### src/rtl/video_timing_gen.sv
// Programmable raster timing generator: hsync/vsync/de with per-sync polarity,
// frame-boundary shadowed timing, and a pass-through / test-pattern pixel mux.
module video_timing_gen #(
    parameter int HW = 16,
    parameter int DW = 8
) (
    input  logic          clk,
    input  logic          rst_n,
    input  logic          sync_en,
    input  logic          hpol_i,
    input  logic          vpol_i,
    input  logic [1:0]    mode_i,
    input  logic [HW-1:0] hsw_i,
    input  logic [HW-1:0] hbp_i,
    input  logic [HW-1:0] hactive_i,
    input  logic [HW-1:0] hfp_i,
    input  logic [HW-1:0] vsw_i,
    input  logic [HW-1:0] vbp_i,
    input  logic [HW-1:0] vactive_i,
    input  logic [HW-1:0] vfp_i,
    input  logic [DW-1:0] solid_r_i,
    input  logic [DW-1:0] solid_g_i,
    input  logic [DW-1:0] solid_b_i,
    input  logic [DW-1:0] datar_i,
    input  logic [DW-1:0] datag_i,
    input  logic [DW-1:0] datab_i,
    output logic          req_o,
    output logic          hsync_o,
    output logic          vsync_o,
    output logic          de_o,
    output logic [DW-1:0] datar_o,
    output logic [DW-1:0] datag_o,
    output logic [DW-1:0] datab_o,
    output logic          sof_o,
    output logic [HW-1:0] x_o,
    output logic [HW-1:0] y_o,
    output logic [15:0]   frame_cnt_o
);

    // Totals and boundaries carry two extra bits so sums of four fields never wrap.
    localparam int TW = HW + 2;

    typedef enum logic [1:0] {
        MODE_PASS  = 2'd0,
        MODE_SOLID = 2'd1,
        MODE_BARS  = 2'd2,
        MODE_RAMP  = 2'd3
    } mode_e;

    typedef enum logic [1:0] {
        ST_IDLE = 2'd0,
        ST_RUN  = 2'd1,
        ST_HALT = 2'd2
    } state_e;

    typedef struct packed {
        logic [HW-1:0] hsw;
        logic [HW-1:0] hbp;
        logic [HW-1:0] hact;
        logic [HW-1:0] hfp;
        logic [HW-1:0] vsw;
        logic [HW-1:0] vbp;
        logic [HW-1:0] vact;
        logic [HW-1:0] vfp;
        logic          hpol;
        logic          vpol;
        mode_e         mode;
    } cfg_t;

    function automatic logic [TW-1:0] ext(input logic [HW-1:0] a);
        return {2'b00, a};
    endfunction

    cfg_t          cfg_in;
    cfg_t          cfg_q;
    state_e        state;
    logic [TW-1:0] h_cnt;
    logic [TW-1:0] v_cnt;

    always_comb begin
        cfg_in.hsw  = hsw_i;
        cfg_in.hbp  = hbp_i;
        cfg_in.hact = hactive_i;
        cfg_in.hfp  = hfp_i;
        cfg_in.vsw  = vsw_i;
        cfg_in.vbp  = vbp_i;
        cfg_in.vact = vactive_i;
        cfg_in.vfp  = vfp_i;
        cfg_in.hpol = hpol_i;
        cfg_in.vpol = vpol_i;
        cfg_in.mode = mode_e'(mode_i);
    end

    logic [TW-1:0] in_htotal;
    logic [TW-1:0] in_vtotal;
    logic          legal_in;

    assign in_htotal = ext(hsw_i) + ext(hbp_i) + ext(hactive_i) + ext(hfp_i);
    assign in_vtotal = ext(vsw_i) + ext(vbp_i) + ext(vactive_i) + ext(vfp_i);
    assign legal_in  = (in_htotal >= TW'(2)) && (in_vtotal >= TW'(1));

    logic [TW-1:0] h_act_start;
    logic [TW-1:0] h_act_end;
    logic [TW-1:0] h_total;
    logic [TW-1:0] v_act_start;
    logic [TW-1:0] v_act_end;
    logic [TW-1:0] v_total;

    assign h_act_start = ext(cfg_q.hsw) + ext(cfg_q.hbp);
    assign h_act_end   = h_act_start + ext(cfg_q.hact);
    assign h_total     = h_act_end + ext(cfg_q.hfp);
    assign v_act_start = ext(cfg_q.vsw) + ext(cfg_q.vbp);
    assign v_act_end   = v_act_start + ext(cfg_q.vact);
    assign v_total     = v_act_end + ext(cfg_q.vfp);

    logic running;
    logic advance;
    logic h_last;
    logic v_last;
    logic hs;
    logic vs;
    logic act;
    logic frame_start;
    logic line_act_last;

    assign running       = (state == ST_RUN);
    assign advance       = running && sync_en;
    assign h_last        = (h_cnt == h_total - TW'(1));
    assign v_last        = (v_cnt == v_total - TW'(1));
    assign hs            = (h_cnt < ext(cfg_q.hsw));
    assign vs            = (v_cnt < ext(cfg_q.vsw));
    assign act           = running
                           && (h_cnt >= h_act_start) && (h_cnt < h_act_end)
                           && (v_cnt >= v_act_start) && (v_cnt < v_act_end);
    assign frame_start   = (h_cnt == '0) && (v_cnt == '0);
    assign line_act_last = (h_cnt == h_act_end - TW'(1));
    assign req_o         = act;

    logic [HW-1:0] x_cur;
    logic [HW-1:0] y_cur;

    assign x_cur = HW'(h_cnt - h_act_start);
    assign y_cur = HW'(v_cnt - v_act_start);

    // Idle until sync_en is seen, run while legal, park in HALT on an illegal capture
    // until sync_en drops and rises again.
    // NOTE: sequential state is written with <= so every register samples pre-edge values.
    always_ff @(posedge clk or negedge rst_n) begin
        if (!rst_n) begin
            state <= ST_IDLE;
            cfg_q <= '0;
            h_cnt <= '0;
            v_cnt <= '0;
        end else if (!sync_en) begin
            state <= ST_IDLE;
            h_cnt <= '0;
            v_cnt <= '0;
        end else begin
            case (state)
                ST_IDLE: begin
                    cfg_q <= cfg_in;
                    state <= legal_in ? ST_RUN : ST_HALT;
                end
                ST_RUN: begin
                    if (h_last) begin
                        h_cnt <= '0;
                        if (v_last) begin
                            v_cnt <= '0;
                            cfg_q <= cfg_in;
                            state <= legal_in ? ST_RUN : ST_HALT;
                        end else begin
                            v_cnt <= v_cnt + TW'(1);
                        end
                    end else begin
                        h_cnt <= h_cnt + TW'(1);
                    end
                end
                default: state <= state;
            endcase
        end
    end

    // Colour-bar index tracks x / bar_width incrementally, saturating at the last bar.
    logic [HW-1:0] hact_div8;
    logic [HW-1:0] bar_w;
    logic [HW-1:0] bar_pix;
    logic [2:0]    bar_idx;
    logic [2:0]    bar_inv;

    assign hact_div8 = cfg_q.hact >> 3;
    assign bar_w     = (hact_div8 == '0) ? HW'(1) : hact_div8;
    assign bar_inv   = 3'd7 - bar_idx;

    always_ff @(posedge clk or negedge rst_n) begin
        if (!rst_n) begin
            bar_pix <= '0;
            bar_idx <= '0;
        end else if (advance && act && !line_act_last) begin
            if (bar_pix == bar_w - HW'(1)) begin
                bar_pix <= '0;
                if (bar_idx != 3'd7) begin
                    bar_idx <= bar_idx + 3'd1;
                end
            end else begin
                bar_pix <= bar_pix + HW'(1);
            end
        end else begin
            bar_pix <= '0;
            bar_idx <= '0;
        end
    end

    logic [DW-1:0] pix_r;
    logic [DW-1:0] pix_g;
    logic [DW-1:0] pix_b;

    // NOTE: every output of this block gets a default first, so no latch is inferred.
    always_comb begin
        pix_r = '0;
        pix_g = '0;
        pix_b = '0;
        if (act) begin
            unique case (cfg_q.mode)
                MODE_PASS: begin
                    pix_r = datar_i;
                    pix_g = datag_i;
                    pix_b = datab_i;
                end
                MODE_SOLID: begin
                    pix_r = solid_r_i;
                    pix_g = solid_g_i;
                    pix_b = solid_b_i;
                end
                MODE_BARS: begin
                    pix_r = {DW{bar_inv[2]}};
                    pix_g = {DW{bar_inv[1]}};
                    pix_b = {DW{bar_inv[0]}};
                end
                MODE_RAMP: begin
                    pix_r = DW'(x_cur);
                    pix_g = DW'(x_cur);
                    pix_b = DW'(x_cur);
                end
            endcase
        end
    end

    // Idle drives syncs to their inactive level from the live polarity inputs.
    always_ff @(posedge clk or negedge rst_n) begin
        if (!rst_n) begin
            hsync_o     <= 1'b0;
            vsync_o     <= 1'b0;
            de_o        <= 1'b0;
            sof_o       <= 1'b0;
            x_o         <= '0;
            y_o         <= '0;
            datar_o     <= '0;
            datag_o     <= '0;
            datab_o     <= '0;
            frame_cnt_o <= '0;
        end else if (advance) begin
            hsync_o <= ~(hs ^ cfg_q.hpol);
            vsync_o <= ~(vs ^ cfg_q.vpol);
            de_o    <= act;
            sof_o   <= frame_start;
            x_o     <= act ? x_cur : '0;
            y_o     <= act ? y_cur : '0;
            datar_o <= pix_r;
            datag_o <= pix_g;
            datab_o <= pix_b;
            if (frame_start) begin
                frame_cnt_o <= frame_cnt_o + 16'd1;
            end
        end else begin
            hsync_o <= ~hpol_i;
            vsync_o <= ~vpol_i;
            de_o    <= 1'b0;
            sof_o   <= 1'b0;
            x_o     <= '0;
            y_o     <= '0;
            datar_o <= '0;
            datag_o <= '0;
            datab_o <= '0;
        end
    end

endmodule
### config.mk
export PLATFORM = sky130hd
export DESIGN_NAME = video_timing_gen
export DESIGN_NICKNAME = d
export VERILOG_FILES = /design/src/rtl/video_timing_gen.sv
export SDC_FILE = /design/constraint.sdc
export NUM_CORES = 1
export LEC_CHECK = 0
export ABC_AREA = 1
export BUFFER_PORTS_ARGS = -buffer_cell sky130_fd_sc_hd__buf_2
export CORE_ASPECT_RATIO = 1.2
export CORE_MARGIN = 2
export CORE_UTILIZATION = 43
export CTS_BUF_LIST = sky130_fd_sc_hd__clkbuf_4
export CTS_CLUSTER_DIAMETER = 30
export DETAILED_ROUTE_END_ITERATION = 10
export GPL_TIMING_DRIVEN = 0
export PLACE_DENSITY_LB_ADDON = 0.25
export REMOVE_ABC_BUFFERS = 1
export SYNTH_ARGS = -nofsm -noshare
export SYNTH_HDL_FRONTEND = slang
export SYNTH_SLANG_ARGS = --single-unit
### constraint.sdc
create_clock -name clk -period 16.64 [get_ports clk]
set_input_delay 0.832 -clock clk [delete_from_list [all_inputs] [get_ports clk]]
set_output_delay 0.832 -clock clk [all_outputs]
set_load 0.1 [all_outputs]
# ---- Word level (Yosys, flattened, before mapping)
# Cells that the tools add are included.
dict set report totals {
  regBits 265
  latchBits 0
  ramBits 0
  romBits 0
  inputBits 183
  word_cells 141
  n_memories 0
}
dict set report op_classes {
  add_sub_neg 24
  mul 0
  div 0
  order_cmp 8
  n_eq_ne 18
  n_shift 0
  n_mux 38
  n_bitwise 6
  reduce_logical 21
}
# op count
set op_table {}
lappend op_table {{132-bit 2-to-1 mux} 2}
lappend op_table {{132-bit case mux with 2 select lines} 1}
lappend op_table {{18-bit 2-to-1 mux} 7}
lappend op_table {{16-bit 2-to-1 mux} 6}
lappend op_table {{8-bit case mux with 4 select lines} 3}
lappend op_table {{17-bit by 16-bit adder with 18-bit output} 4}
lappend op_table {{18-bit by 16-bit adder with 18-bit output} 4}
lappend op_table {{16-bit by 16-bit adder with 17-bit output} 4}
lappend op_table {{18-bit equality test} 3}
lappend op_table {{18-bit by 1-bit subtractor with 18-bit output (second input constant)} 3}
lappend op_table {{8-bit 2-to-1 mux} 6}
lappend op_table {{18-bit by 1-bit adder with 18-bit output (second input constant)} 2}
lappend op_table {{18-bit by 17-bit >= comparator with 1-bit output} 2}
lappend op_table {{18-bit logical NOT} 2}
lappend op_table {{18-bit by 16-bit < comparator with 1-bit output} 2}
lappend op_table {{18-bit < comparator} 2}
lappend op_table {{16-bit by 1-bit adder with 16-bit output (second input constant)} 2}
lappend op_table {{16-bit subtractor} 2}
lappend op_table {{18-bit by 1-bit >= comparator with 1-bit output (second input constant)} 1}
lappend op_table {{18-bit by 2-bit >= comparator with 1-bit output (second input constant)} 1}
lappend op_table {{16-bit equality test} 1}
lappend op_table {{16-bit logical NOT} 1}
lappend op_table {{13-bit by 1-bit subtractor with 14-bit output (second input constant)} 1}
lappend op_table {{13-bit 2-to-1 mux} 1}
lappend op_table {{other kinds (21)} 52}

# ---- Longest topological paths before layout
# Gate-level depths: netlist of the first run.
dict set report logic_depth {
  word_depth 10
  mapped_depth 46
}

# ---- Least setup slack after synthesis of the first run
# OpenSTA, ideal clock, no wires.
dict set report synth_path {
  kind {register to output}
  start {register cfg_q[38] in the netlist's numbering}
  end {output req_o}
  t_arrival_ns 4.868
  required_time_ns 15.808
  path_slack_ns 10.940
  path_stages_with_launch 31
  path_buffers 0
  cell_sequence {dfrtp_1 -> ha_1 -> a21oi_1 -> nand2_1 -> a21oi_1 -> o21ai_0 -> nand2_1 -> nand2_1 -> a21oi_1 -> o21ai_0 -> nand2_1 -> nand2_1 -> a21oi_1 -> xor2_1 -> inv_1 -> ha_1 -> a21oi_1 -> o21ai_0 -> a21oi_1 -> nand2_1 -> xnor2_1 -> ha_1 -> nand2_1 -> nor2_1 -> a221oi_1 -> o21ai_0 -> nor3_1 -> nand3_1 -> nor2_1 -> nand3_1 -> inv_1}
}
dict set report synth_via {
  elab_chain_len 4
  word_cells_on_any_way 6
  classes_between {add/sub: 2; order compare: 2; reduce/logical: 2}
}
# item line
set synth_rtl {}
lappend synth_rtl {{start: declaration} 75} ;# cfg_t cfg_q;
lappend synth_rtl {{start signal: assignment} 161} ;# cfg_q <= cfg_in;
lappend synth_rtl {{start signal: assignment} 169} ;# cfg_q <= cfg_in;
lappend synth_rtl {{16-bit by 16-bit adder with 17-bit output *} 112} ;# assign v_act_start = ext(cfg_q.vsw) + ext(cfg_q.vbp);
lappend synth_rtl {{17-bit by 16-bit adder with 18-bit output or 18-bit by 17-bit >= comparator with 1-bit output (tied branches)} {113, 134}}
lappend synth_rtl {{18-bit < comparator or 1-bit logical AND (tied branches)} 134} ;# && (v_cnt >= v_act_start) && (v_cnt < v_act_end);
lappend synth_rtl {{1-bit logical AND *} 134}
lappend synth_rtl {{end: declaration} 27} ;# output logic req_o,
# Every way passes the cells marked *; elsewhere a longest branch is shown, timed or not.

# ---- Final worst setup path of the first run
dict set report layout_path {
  start {register cfg_q[54] in the netlist's numbering}
  end {register cfg_q[123] in the netlist's numbering}
}
dict set report layout_via {
  elab_chain_len 7
}
# item line
set layout_rtl {}
lappend layout_rtl {{16-bit by 16-bit adder with 17-bit output} 112}
lappend layout_rtl {{17-bit by 16-bit adder with 18-bit output} 113} ;# assign v_act_end = v_act_start + ext(cfg_q.vact);
lappend layout_rtl {{18-bit by 16-bit adder with 18-bit output} 114} ;# assign v_total = v_act_end + ext(cfg_q.vfp);
lappend layout_rtl {{18-bit by 1-bit subtractor with 18-bit output} 129} ;# assign v_last = (v_cnt == v_total - TW'(1));
lappend layout_rtl {{18-bit equality test} 129}
lappend layout_rtl {{2-bit by 1-bit inequality test with 1-bit output (no source line)} -}
lappend layout_rtl {{4-bit AND reduction (no source line)} -}
# Every way passes these cells.
# A chain may end at the register's enable or synchronous reset.

==> qor.csv, run 1 <==
stage,metric,value,unit
finish,layout_commonest_cell,nand2_1,
timing,setup_viol,0,
timing,tightestPinTransition,1.10,ns
run,cap_violations,0,
floorplanning,io_pins,260,
floorplanning,die_h,269,um
route,ant_nets,0,
timing,drv_slew,0,
worst_hold_path,hold_path.class,input pin to register,
synth,synthCells,3506,
synth,ys_seq_elements,265,
synth,ys_warn_count,0,
global_route,globalRouteOverflowTotal,0,
cts,clk_latency,0.86,ns
synth,synth-seq-area-share,26.4,%
timing,slew_headroom,26.3,%
global_route,grt_pass1_vias,23600,
critical_path,critPathRequiredTime,17.34,ns
critical_path,max_stage_delay,0.86,ns
cts,cts_made_buffers,80,
global_route,use_met2,48.7,%
timing,rsz0062_at_grt,no,
cts,cts_max_path_buffers,3,
global_route,grtUsageTotal,26.3,%
route,drt-total-wl,79900,um
cts,cts_tree,built,
synth,synth_area_per_cell,7.17,sq um
global_route,met1_usage,28.1,%
route,vias,24000,
floorplanning,dieWidth,225,um
finish,fillCellCount,6088,
floorplanning,rows,97,
finish,layout.nets,4286,
status,outcome,finished clean,
synth,synth_top_cell_by_area,dfrtp_1,
finish,seqCellArea,6630,sq um
route,via_per_inst,5.25,
synth,synth.top_cell.area_share,26.4,%
global_route,grt_max_degree,134,
global_route,met3_usage,3.15,%
critical_path,worst-path-max-fanout,133,
cts,numClockSinks,265,
global_route,top_usage_layer,met2,
cts,path_clk_slew,0.06,ns
timing,timing_hold_violations_final,0,
timing,fmax,0.112,GHz
critical_path,worstSetupPathType,register to register,
global_route,antenna_found_initial,3,
cts,post_cts_buffers,0,
synth,ys.flop_type,dfrtp_1,
finish,layout_common_cells,"nand2_1, inv_1, nor2_1, dfrtp_1, ha_1",
placement,hpwl,64200,um
finish,syn_to_final_growth,12.1,%
critical_path,cp-start-kind,register,
route,drt_iter0_drc,1239,
floorplanning,die-area,60400,sq um
cts,root_buffer,clkbuf_4,
route,drcViolationCount,0,
synth,yosysUniqueCellTypes,51,
critical_path,crit_top_cell,nand2_1,
finish,drive_gt1_share,12.1,%
timing,finalCriticalPeriod,8.90,ns
placement,port_buffers,259,
synth,ys_top_cells_by_area,"dfrtp_1, nand2_1, ha_1, inv_1, fa_1",
critical_path,crit_path_end_kind,register,
synth,async_flop_share,100,%
synth,synth-edff-count,0,
timing,finalCritPeriodShare,53.5,%
floorplanning,core,58100,sq um
route,post_drt_wl_per_cell,17.5,um
timing,fin_skew,0.0809,ns
finish,multi_input_area,16500,sq um
global_route,grt_pass1_wl,124000,um
cts,htree_levels,3,
placement,place.gp.congestion,0.939,
critical_path,cp.arrival,9.61,ns
route,first_pass_iters,8,
synth,netlist_area,25100,sq um
timing,tns,0,ns
floorplanning,start_util,43.3,%
critical_path,cp_slowest_cell,nand2_8,
layer usage:
layer / wire length [um] / vias to the layer above
met4: 5370 / 2
met2: 41000 / 560
li1: - / 12100
met5: 13 / -
met3: 3020 / 201
met1: 30500 / 11100
path summary, 6_finish.rpt:
| check | startpoint | endpoint | slack [ns] | cells past startpoint |
|---|---|---|---|---|
| setup / recovery | cfg_q[54]$_DFFE_PN0P_ | cfg_q[123]$_DFFE_PN0P_ | 7.74 | 38 |
| hold / removal | hpol_i | hsync_o$_DFF_PN0_ | 0.21 | 2 |
| setup reg to reg | cfg_q[54]$_DFFE_PN0P_ | cfg_q[123]$_DFFE_PN0P_ | 7.74 | 38 |
| hold reg to reg | frame_cnt_o[15]$_DFFE_PN0P_ | frame_cnt_o[15]$_DFFE_PN0P_ | 0.47 | 1 |
| max in group asynchronous | rst_n | cfg_q[67]$_DFFE_PN0P_ | 15.03 | 3 |
| min in group asynchronous | rst_n | cfg_q[102]$_DFFE_PN0P_ | 0.58 | 2 |
metrics by stage:
step                hold WS [ns]  util, %  instances  cell area (sq um)  worst slack (ns)
finish                     0.212     48.5       4573              28200              7.74
global route               0.192     48.5       4573              28200              7.05
CTS                        0.125     48.5       4571              28200              7.70
detailed placement         0.460     46.8       4431              27200              7.75
global placement           0.455     46.3       4420              26900              4.60
floorplan                  0.442        -       3419              24700              8.95
what timing repair did:
action,4_1_cts,5_1_grt
setup endpoints to repair,0,0
hold buffers,1,0
resized for setup,0,0
endpoints found under the hold margin,34,0
Yosys cell counts, drive strengths merged (3+ instances only):
library cell,count
o22ai,7
clkbuf,30
o21bai,9
a211oi,5
and2,3
a21boi,5
o21ai,127
xnor2,81
a21o,10
a31oi,5
ha,259
nor3,39
a31o,4
or2,16
o2111ai,4
nand2,980
a21oi,199
nand4,203
nand3,196
nor2,333
nor3b,3
xor2,117
nand3b,14
nor4,11
and3,5
inv,425
dfrtp,265
fa,72
buf,57
o21a,3
o211ai,9
critical path: cells and delay by family, from the launching register on:
kind            cells  cell delay, ns
compound gates      5            1.38
xor+xnor            1            0.39
fa+ha+maj           3            1.10
buf+inv             3            0.64
flops               1            0.39
simple gates       26            4.65
sequential cells by signal, summed over array words and instances, names as in the netlist:
register,flops
cfg_q,132
bar_idx,3
v_cnt,18
state,2
vsync_o,1
frame_cnt_o,16
datar_o,8
y_o,16
de_o,1
hsync_o,1
datag_o,8
x_o,16
bar_pix,16
datab_o,8
h_cnt,18
sof_o,1
kinds of logic (layout without fill, tap and decap cells):
| family | after synthesis | count (layout) | synth area share, % |
|---|---|---|---|
| compound gates | 397 | 397 | 8.75 |
| xor+xnor | 198 | 198 | 6.90 |
| fa+ha+maj | 331 | 331 | 18.6 |
| buf+inv | 512 | 835 | 8.19 |
| flops | 265 | 265 | 26.4 |
| other cells | 0 | 2 | 0 |
| simple gates | 1803 | 1803 | 31.2 |
layout make-up:
type,count,area share (%)
clock buffers,106,2.82
well taps,742,3.29
clock inverters,33,0.652
inverters,425,5.66
flip-flops and latches,265,23.5
repair buffers,271,5.52
multi-input cells,2729,58.5
diodes,2,0.0178
Power of run 1 is left out: the tool's default activity adds up to more than one toggle a clock period on the data nets, which glitch-free logic cannot reach.
==> inputs of run 2 (changes only) <==
clock period = 7.65 ns   (was 16.64 ns; I/O delays follow)
==> qor.csv, run 2 (synthesis results as in run 1) <==
stage,metric,value,unit
worst_hold_path,hold_path.class,input pin to asynchronous set/reset pin,
critical_path,max_stage_delay,0.40,ns
global_route,grt_max_degree,93,
timing,finalCritPeriodShare,93.8,%
critical_path,cp.arrival,7.88,ns
critical_path,path_buf_inv,4,
finish,drive_gt1_share,12.1,%
floorplanning,core,58100,sq um
floorplanning,io_pins,260,
finish,layout_common_cells,"nand2_1, inv_1, nor2_1, dfrtp_1, ha_1",
finish,top_regs,"cfg_q x132, h_cnt x18, v_cnt x18",
global_route,globalRouteOverflowTotal,0,
placement,hpwl,64200,um
finish,fillCellCount,5863,
route,post_drt_wl_per_cell,18.0,um
run,cap_violations,0,
cts,clk_latency,0.87,ns
placement,port_buffers,259,
cts,cts_made_buffers,80,
cts,numClockSinks,265,
global_route,grt_pass1_vias,24900,
finish,layout.cells.non_filler,4772,
timing,fin_skew,0.0855,ns
floorplanning,rows,97,
route,first_pass_iters,10,
cts,cts_tree,built,
finish,regMostFlops,cfg_q,
route,via_per_inst,5.28,
route,vias,25200,
status,violations,design-rule violations,
timing,timing_hold_violations_final,0,
placement,dp_cells,4431,
floorplanning,die_h,269,um
timing,fmax,0.139,GHz
critical_path,crit_top_cell,nand2_1,
critical_path,cp_slowest_cell,dfrtp_1,
critical_path,worstSetupPathType,register to register,
placement,pre_cts_ws,-1.24,ns
floorplanning,die-area,60400,sq um
timing,slew_headroom,37.9,%
cts,htree_levels,3,
route,drcViolationCount,3,
timing,tightestPinTransition,0.922,ns
cts,root_buffer,clkbuf_4,
route,ant_nets,0,
floorplanning,start_util,43.3,%
cts,cts_max_path_buffers,3,
status,outcome,"complete, but fails checks",
global_route,grt_pass1_wl,131000,um
critical_path,worst-path-max-fanout,59,
critical_path,critPathRequiredTime,8.36,ns
finish,syn_to_final_growth,20.3,%
critical_path,crit_path_end_kind,register,
route,drt-total-wl,86100,um
critical_path,cp-start-kind,register,
global_route,grtUsageTotal,27.9,%
timing,finalCriticalPeriod,7.17,ns
route,drt_iter0_drc,1305,
timing,drv_slew,0,
critical_path,cp_top_family,simple AND/OR/NAND/NOR gates,
finish,largest_register_ffs,132,
finish,layout_commonest_cell,nand2_1,
timing,setup_viol,0,
finish,layout.nets,4485,
floorplanning,dieWidth,225,um
global_route,antenna_found_initial,2,
timing,setup_ws,0.475,ns
placement,place.gp.congestion,0.939,
cts,path_clk_slew,0.06,ns
-- run 2: cell types whose count changed in the layout (fill, tap and decap cells not counted), moves of 2 or more --
cell and change:
buf_4 +9, dlygate4sd3_1 +181, nand2_1 -2, nand2_4 +5, nand2_8 +2, o21ai_0 -2
-- run 2: path summary, 6_finish.rpt --
kind	start	end	slack, ns	cells after the start
setup / recovery	cfg_q[102]$_DFFE_PN0P_	cfg_q[123]$_DFFE_PN0P_	0.48	44
hold / removal	rst_n	cfg_q[102]$_DFFE_PN0P_	0.12	2
setup reg to reg	cfg_q[102]$_DFFE_PN0P_	cfg_q[123]$_DFFE_PN0P_	0.48	44
hold reg to reg	frame_cnt_o[15]$_DFFE_PN0P_	frame_cnt_o[15]$_DFFE_PN0P_	0.47	1
max in group asynchronous	rst_n	cfg_q[67]$_DFFE_PN0P_	6.48	3
min in group clk	vpol_i	vsync_o$_DFF_PN0_	0.32	3
-- run 2: stage by stage --
step,setup TNS (ns),utilization [%],area (sq um),hold slack (ns)
6_report,0,52.0,30300,0.122
5_1_grt,-0.000650,52.0,30200,0.159
4_1_cts,0,51.7,30100,0.114
3_5_place_dp,-137.18,46.8,27200,0.444
3_3_place_gp,-542.87,46.3,26900,0.455
2_1_floorplan,-5.92,-,24700,0.0869
-- run 2: final cells by class --
class / count / area [sq um] / area share [%]
sequential: 265 / 6630 / 21.9
tap: 742 / 928 / 3.07
clock inverter: 33 / 184 / 0.608
clock buffer: 106 / 796 / 2.63
multi-input combinational: 2736 / 16600 / 55.0
timing repair buffer: 463 / 3480 / 11.5
antenna: 2 / 5.00 / 0.0165
inverter: 425 / 1600 / 5.28
-- run 2: metal layers --
metal	track usage (%)	vias up	wire, um
met1	29.6	11700	32600
met2	51.4	705	43500
met3	3.13	261	3570
li1	-	12500	-
met4	20.0	0	6420
met5	0	-	0
-- run 2: repair_timing --
item,4_1_cts,5_1_grt
setup endpoints to repair,132,167
gates resized for setup,3,10
hold buffers,182,0
hold endpoints to repair,261,0
pin swaps,2,4
setup buffers,1,9
cloned,4,3
Power of run 2 is left out for the same reason.
